**config.mk**
```make
export PLATFORM = sky130hd
export DESIGN_NAME = hazard_sequencer
export DESIGN_NICKNAME = d
export VERILOG_FILES = /design/src/rtl/core_pkg.sv /design/src/rtl/hazard_sequencer_fwd_select.sv /design/src/rtl/hazard_sequencer.sv
export SDC_FILE = /design/constraint.sdc
export NUM_CORES = 1
export LEC_CHECK = 0
export ABC_AREA = 0
export CAP_MARGIN = 0
export CORE_UTILIZATION = 33
export DETAILED_ROUTE_END_ITERATION = 10
export PLACE_DENSITY_LB_ADDON = 0.3
export SYNTH_ARGS = -nofsm -noshare
export SYNTH_HDL_FRONTEND = slang
export SYNTH_HIERARCHICAL = 1
export SYNTH_SLANG_ARGS = --single-unit
```
**constraint.sdc**
```tcl
create_clock -name clk -period 1.8 [get_ports clk]
set_input_delay 0.27 -clock clk [delete_from_list [all_inputs] [get_ports clk]]
set_output_delay 0.27 -clock clk [all_outputs]
set_load 0.02 [all_outputs]
```
**src/rtl/core_pkg.sv**
```systemverilog
// core_pkg: shared pipeline-control state encoding and forwarding select codes
package core_pkg;
  typedef enum logic [1:0] {
    INIT     = 2'd0,
    RUN      = 2'd1,
    MEM_WAIT = 2'd2,
    ERROR    = 2'd3
  } state_e;
  localparam logic [1:0] FWD_RF = 2'b00;
  localparam logic [1:0] FWD_W  = 2'b01;
  localparam logic [1:0] FWD_M  = 2'b10;
endpackage

```
**src/rtl/hazard_sequencer_fwd_select.sv**
```systemverilog
// fwd_select: combinational ALU operand forward selector (M over W, x0 never forwards)
module fwd_select
  import core_pkg::*;
(
  input  logic [4:0] rs,
  input  logic [4:0] rd_m,
  input  logic [4:0] rd_w,
  input  logic       we_m,
  input  logic       we_w,
  output logic [1:0] fwd
);
  // the younger producer in memory wins over writeback
  always_comb
    fwd = (we_m && rd_m != 5'd0 && rd_m == rs) ? FWD_M :
          (we_w && rd_w != 5'd0 && rd_w == rs) ? FWD_W : FWD_RF;
endmodule

```
**src/rtl/hazard_sequencer.sv**
```systemverilog
// hazard_sequencer: stall/flush/forward control for the 5-stage core; HZD_PERF_CNT_EN adds perf counters
module hazard_sequencer
  import core_pkg::*;
#(
  parameter int STARTUP_CYCLES = 4,
  parameter int MEM_TIMEOUT    = 255,
  parameter int CNT_W          = 32
) (
  input  logic             clk,
  input  logic             rst,
  input  logic [4:0]       Rs1D,
  input  logic [4:0]       Rs2D,
  input  logic [4:0]       Rs1E,
  input  logic [4:0]       Rs2E,
  input  logic [4:0]       RdE,
  input  logic [4:0]       RdM,
  input  logic [4:0]       RdW,
  input  logic             ResultSrcE0,
  input  logic             RegWriteM,
  input  logic             RegWriteW,
  input  logic             pcsrc,
  input  logic             mem_busy,
  output logic             StallF,
  output logic             StallD,
  output logic             StallE,
  output logic             StallM,
  output logic             FlushD,
  output logic             FlushE,
  output logic [1:0]       ForwardAE,
  output logic [1:0]       ForwardBE,
  output logic             mem_err,
  output logic [CNT_W-1:0] stall_cnt,
  output logic [CNT_W-1:0] lu_cnt,
  output logic [CNT_W-1:0] flush_cnt
);
  localparam int SW = $clog2(STARTUP_CYCLES + 2);
  localparam int TW = $clog2(MEM_TIMEOUT + 2);
  state_e        state_q, state_d;
  logic [SW-1:0] init_cnt_q, init_cnt_d;
  logic [TW-1:0] tmo_q, tmo_d;
  logic          lu, stall_f, stall_d, stall_e, stall_m, flush_d, flush_e, br_flush;
  logic [1:0]    fwd_a, fwd_b;
  logic          fwd_en;

  fwd_select u_fwd_a (.rs(Rs1E), .rd_m(RdM), .rd_w(RdW), .we_m(RegWriteM), .we_w(RegWriteW), .fwd(fwd_a));
  fwd_select u_fwd_b (.rs(Rs2E), .rd_m(RdM), .rd_w(RdW), .we_m(RegWriteM), .we_w(RegWriteW), .fwd(fwd_b));

  assign lu     = ResultSrcE0 && RdE != 5'd0 && (RdE == Rs1D || RdE == Rs2D);
  assign fwd_en = rst && state_q != INIT;

  // state, startup counter and memory timeout counter
  always_ff @(posedge clk or negedge rst)
    if (!rst) begin
      state_q    <= INIT;
      init_cnt_q <= '0;
      tmo_q      <= '0;
    end else begin
      state_q    <= state_d;
      init_cnt_q <= init_cnt_d;
      tmo_q      <= tmo_d;
    end

  // next state and raw pipeline controls; memory stall outranks load-use, which outranks branch flush
  always_comb begin
    state_d    = state_q;
    init_cnt_d = init_cnt_q;
    tmo_d      = tmo_q;
    stall_f    = 1'b0;
    stall_d    = 1'b0;
    stall_e    = 1'b0;
    stall_m    = 1'b0;
    flush_d    = 1'b0;
    flush_e    = 1'b0;
    br_flush   = 1'b0;
    case (state_q)
      INIT: begin
        stall_f    = 1'b1;
        flush_d    = 1'b1;
        flush_e    = 1'b1;
        init_cnt_d = init_cnt_q + SW'(1);
        state_d    = (32'(init_cnt_q) + 32'd1 >= 32'(STARTUP_CYCLES)) ? RUN : INIT;
      end
      RUN, MEM_WAIT: begin
        if (mem_busy) begin
          {stall_f, stall_d, stall_e, stall_m} = 4'b1111;
          tmo_d   = (state_q == RUN) ? TW'(1) : tmo_q + TW'(1);
          state_d = (state_q == MEM_WAIT && 32'(tmo_q) + 32'd1 >= 32'(MEM_TIMEOUT)) ? ERROR : MEM_WAIT;
        end else begin
          state_d  = RUN;
          stall_f  = lu;
          stall_d  = lu;
          flush_e  = lu;
          br_flush = pcsrc && !lu;
          flush_d  = br_flush;
        end
      end
      default: {stall_f, stall_d, stall_e, stall_m} = 4'b1111;
    endcase
  end

  assign {StallF, StallD, StallE, StallM} = rst ? {stall_f, stall_d, stall_e, stall_m} : 4'b0000;
  assign {FlushD, FlushE}                 = rst ? {flush_d, flush_e} : 2'b00;
  assign ForwardAE                        = fwd_en ? fwd_a : FWD_RF;
  assign ForwardBE                        = fwd_en ? fwd_b : FWD_RF;
  assign mem_err                          = state_q == ERROR;

`ifdef HZD_PERF_CNT_EN
  logic [CNT_W-1:0] stall_cnt_q, stall_cnt_d, lu_cnt_q, lu_cnt_d, flush_cnt_q, flush_cnt_d;

  // saturating event counts; a load-use bubble stalls F/D but not M
  always_comb begin
    stall_cnt_d = (stall_f && state_q != INIT && stall_cnt_q != '1) ? stall_cnt_q + CNT_W'(1) : stall_cnt_q;
    lu_cnt_d    = (stall_d && !stall_m && lu_cnt_q != '1) ? lu_cnt_q + CNT_W'(1) : lu_cnt_q;
    flush_cnt_d = (br_flush && flush_cnt_q != '1) ? flush_cnt_q + CNT_W'(1) : flush_cnt_q;
  end

  // performance counter registers
  always_ff @(posedge clk or negedge rst)
    if (!rst) begin
      stall_cnt_q <= '0;
      lu_cnt_q    <= '0;
      flush_cnt_q <= '0;
    end else begin
      stall_cnt_q <= stall_cnt_d;
      lu_cnt_q    <= lu_cnt_d;
      flush_cnt_q <= flush_cnt_d;
    end

  assign stall_cnt = stall_cnt_q;
  assign lu_cnt    = lu_cnt_q;
  assign flush_cnt = flush_cnt_q;
`else
  assign stall_cnt = '0;
  assign lu_cnt    = '0;
  assign flush_cnt = '0;
`endif
endmodule

```
After elaboration in Yosys (flattened, before gate mapping)
Index checks and enable logic that the tools add are counted.
W data, S select, Z words.

storage, ports and cells
  bits in registers = 14
  bits in latches = 0
  bits in writable memories = 0
  memory bits (read-only) = 0
  input port bits = 42
  output and inout port bits = 107
  logic and storage cells = 61
  memories = 0

cells by class
  add/sub/neg operators = 4
  multiply operators = 0
  divide/modulo/power cells = 0
  order comparisons = 2
  equal/unequal tests = 9
  shift operators = 0
  muxes and demuxes = 22
  bitwise logic cells = 0
  reduce and logical (&&, ||, !) cells = 21

operator list
  operator                count
  $eq A5 B5 Y1            6
  $reduce_bool A5 Y1      3
  $mux W2                 6
  $logic_and A1 B1 Y1     11
  $add A9 B1 Y10 const B  1
  $ge A10 B8 Y1 const B   1
  $add A9 B1 Y9 const B   1
  $mux W1                 9
  $mux W9                 1
  $pmux W1 S2             4
  $add A3 B1 Y4 const B   1
  $eq A2 B2 Y1 const B    2
  $ge A4 B3 Y1 const B    1
  $mux W4                 1
  $pmux W2 S2             1
  $reduce_bool A2 Y1      2
  $add A3 B1 Y3 const B   1
  $eq A2 B1 Y1 const B    1
  $logic_not A2 Y1        1
  $reduce_and A2 Y1       1
  $reduce_or A2 Y1        1
  $logic_not A1 Y1        1
  $logic_or A1 B1 Y1      1

Logic depth before layout (Yosys ltp)
  depth in word-level cells = 8
  gate-level depth with buffers = 7
  mapped depth without buffers = 6

Hierarchy
The synthesis kept the hierarchy.

modules (own cells, without submodules)
  module            times used  cells each  area an instance (um2)  sequential area each (um2)
  hazard_sequencer  1           231         1,829.3                 350.3
  fwd_select        2           20          151.4                   0.0

Worst setup path after synthesis
OpenSTA, ideal clock, no wires.

  path kind = register to output
  start point = register state_q[0]
  end point = output FlushE
  arrival = 1.640 ns
  data required time = 1.530 ns
  slack = -0.110 ns
  cell stages (with the launch flop) = 7
  path buffers = 1
  cell sequence = dfrtp_1 inv_1 ha_1 clkbuf_2 nor2b_1 nand3_1 o21ai_0

on the way
  word-level cells in the longest chain between the ends = 4
  elaborated cells between the ends (all ways) = 6
  those cells by class = eq/ne (2); mux (2); reduce/logical (2)

RTL lines
  item                                                 line                     text
  from (decl)                                          hazard_sequencer.sv:38   state_e state_q, state_d;
  from (signal assigned)                               hazard_sequencer.sv:58   state_q <= state_d;
  $eq A2 B1 Y1 / $eq A2 B2 Y1 (equally long branches)  hazard_sequencer.sv:75   case (state_q)
  $reduce_or A2 Y1                                     hazard_sequencer.sv:75
  $pmux W1 S2 (*)                                      hazard_sequencer.sv:75
  $mux W2 (*)                                          hazard_sequencer.sv:102  assign {FlushD, FlushE} = rst ? {flush_d, flush_e} : 2'b00;
  to (decl)                                            hazard_sequencer.sv:28   output logic FlushE,

Mark *: on every way between the ends. The rest lies on a longest branch, timed or not.

Final worst setup path
  start point = input Rs2D[3]
  end point = output FlushD

on the way
  word-level cells in the longest chain between the ends = 8

RTL lines
  item                 line                     text
  from (decl)          hazard_sequencer.sv:12   input logic [4:0] Rs2D,
  $eq A5 B5 Y1         hazard_sequencer.sv:48   assign lu = ResultSrcE0 && RdE != 5'd0 && (RdE == Rs1D || RdE == Rs2D);
  $logic_or A1 B1 Y1   hazard_sequencer.sv:48
  $logic_and A1 B1 Y1  hazard_sequencer.sv:48
  $logic_not A1 Y1     hazard_sequencer.sv:93   br_flush = pcsrc && !lu;
  $logic_and A1 B1 Y1  hazard_sequencer.sv:93
  $mux W1              hazard_sequencer.sv:84   if (mem_busy) begin
  $pmux W1 S2          hazard_sequencer.sv:75
  $mux W2              hazard_sequencer.sv:102
  to (decl)            hazard_sequencer.sv:27   output logic FlushD,

No other way between the ends.

==> impl_metrics.toml <==
[place]
place_congestion = 0.762
placed_cell_area_um2 = 2530
hpwlAfterDp_um = 3620
io_buffers = 52

[global_routing]
grt_max_degree = 18
grt_antenna_before_repair = 0
grt_pass1_vias = 1482
grt_pass1_wl_um = 6490
grt_usage_pct = 12.4
grt_overflow = 0

[floorplanning]
rows = 28
core_area_um2 = 6060
start_util_pct = 35.2
ios = 149
fp.dieArea_um2 = 6790
die_w_um = 82.4
fp.dieH_um = 82.4

[timing]
slew_violations = 0
setup_viol = 5
worst_clock_skew_ps = 1.58
hold_viol = 0
fin_ws_ps = -88.3
layout_min_cycle_time_ps = 1890
fin_crit_sh_pct = 105
max_clock_freq_ghz = 0.530
rsz0062_at_grt = "true"

[finish]
finalInstanceArea_um2 = 2720
finish.net_count = 401
area_delta_synth_final_pct = 27.6
antenna_cells_inserted = 0
fillers = 619
drive_gt1_share_pct = 25.1

[logic_synthesis]
synthDistinctLibCells = 40
synth_flop_cell = "dfrtp_1"
yosysTopAreaCell = "buf_4"
async_flop_share_pct = 100
synth_edf_count = 0
synth_top_area_share_pct = 34.2
seq_area_frac_synth_pct = 16.4
ys_warn_count = 6
synth_area_leaders = "buf_4 (34%), dfrtp_1 (16%), xor2_1 (7.4%)"
netlist_area_um2 = 2130
avgSynthCellArea_um2 = 7.87
syn_inst = 271
ys_ff_latch = 14

[outcome]
violations = "negative setup slack"
outcome = "finished, violations left"

[detailed_routing]
drtIter0Drc = 35
drt-pass1-iter-count = 4
via_count = 1784
drc = 0
via_per_inst = 4.19
drtAntennaViolNets = 0
wl_per_cell_um = 10.8
wl_um = 4620

[cts]
hold_buffers = 0
numCtsBuffers = 3
worstSkewPairLatency_ps = 250
clock_path_buffers = 2
cts_tree = "yes"
clockRootBuffer = "clkbuf_8"
cts_num_sinks = 14
clk_pin_slew_worst_paths_ps = 60
h-tree-depth = 1

[setup_path]
cp_slowest_stage_delay_ps = 470
crit_type = "in -> out"
cp.required_ps = 1530
start_kind = "input port"
worstReg2RegEnd = "state_q[0]$_DFFE_PN0N_"
critical_path_buf_inv_count = 2
cp_max_fo = 4
end_kind = "output port"
reg2reg_depth = 5
r2r_start = "tmo_q[0]$_DFFE_PN0P_"
cp_cell_sequence = "clkdlybuf4s50_1 -> xor2_1 -> nor3_2 -> a22oi_2 -> a41o_1 -> buf_6"
r2r_slack_ps = 60
crit_slowest_cell = "clkdlybuf4s50_1"
cp.arrival_ps = 1620
cp_top_family = "buffers and inverters"

[pwr]
p_leak_uw = 0.00138
vdd_drop_max_v = 0.000679
powerDensity_nw_per_um2 = 1080
power_uw = 2950

[run]
maxCapViolCount = 0

[hold_path]
min_path_type = "in -> async"
==> cell usage after synthesis, drive strengths merged (3+ instances only) <==
library cell,n
nand3,9
nor3,11
mux2i,4
inv,7
xnor2,11
nor2b,5
buf,98
a21oi,7
clkbuf,3
a211oi,3
nor2,12
ha,7
and2,6
dfrtp,14
xor2,18
o21ai,11
nand2,20
==> logic make-up after synthesis <==
family	synth area share (%)
XOR/XNOR	11.9
multiplexers	2.41
AO/OA/AOI/OAI	11.7
AND/OR/NAND/NOR	17.1
flip-flops	16.4
adder cells (fa/ha/maj)	4.11
buffers and inverters	36.2
other	0.176
==> stage by stage <==
step	worst slack, ps	std cells	hold slack, ps	TNS, ps	util, %
finish	-88.3	426	409	-353	44.9
global route	-181	426	409	-858	44.9
CTS	-86.1	424	396	-227	43.7
detailed placement	-845	415	482	-6750	41.8
global placement	-809	415	475	-6620	41.8
floorplan	16.8	366	-25.6	0	-
==> cells in the final DEF, fill, tap and decap left out, types with 3 or more instances in the layout <==
master           instances
mux2i_1                  4
dfrtp_1                 14
a21oi_1                  5
nor3_1                   5
buf_2                    5
conb_1                  96
nor3_2                   6
o21ai_1                  3
nor2b_4                  3
xnor2_1                 10
o21ai_0                  6
inv_1                    5
and2_1                   5
buf_4                   30
xor2_1                  18
nand2_1                 19
buf_6                    7
nor2_1                  10
nand3_1                  7
clkbuf_8                 4
clkdlybuf4s50_1         15
clkbuf_2                 7
dlygate4sd2_1           14
ha_1                     5
==> worst max path at each step <==
stage,start,end,cells past startpoint
CTS,state_q[0]$_DFFE_PN0N_,FlushD,7
floorplan,state_q[0]$_DFFE_PN0N_,FlushD,7
global placement,RdE[2],FlushD,6
global route,state_q[0]$_DFFE_PN0N_,FlushD,7
detailed placement,RdE[2],FlushD,6
finish,Rs2D[3],FlushD,6
==> power breakdown <==
group	switching, uW	internal (uW)	leakage [uW]	total [uW]
logic	1060	965	0.00119	2030
registers	147	459	0.000156	607
clock network	121	194	0.0000288	315
total	1330	1620	0.00138	2950
==> metal layers <==
| layer | wire [um] | part of all wire (%) | track usage [%] |
|---|---|---|---|
| met4 | 53 | 1.1 | 2.63 |
| met3 | 408 | 8.8 | 2.75 |
| met5 | 0 | 0 | 0 |
| met1 | 1760 | 38 | 14.3 |
| met2 | 2400 | 52 | 23.3 |
==> registers in the layout, indices dropped and copies added, names as in the netlist <==
name        count
tmo_q           9
init_cnt_q      3
state_q         2
==> what timing repair did <==
action	CTS	global route
pin swaps	24	21
endpoints found under the setup margin	12	14
buffers inserted	5	2
gates resized for setup	110	35
==> final cells by class <==
type,count,area (um2),share of cell area [%]
timing repair buffer,82,691,25.4
multi-input combinational,244,1510,55.3
sequential,14,350,12.9
clock buffer,4,55.1,2.02
tap,75,93.8,3.45
inverter,7,26.3,0.966
(Power assumes the default switching activity.)
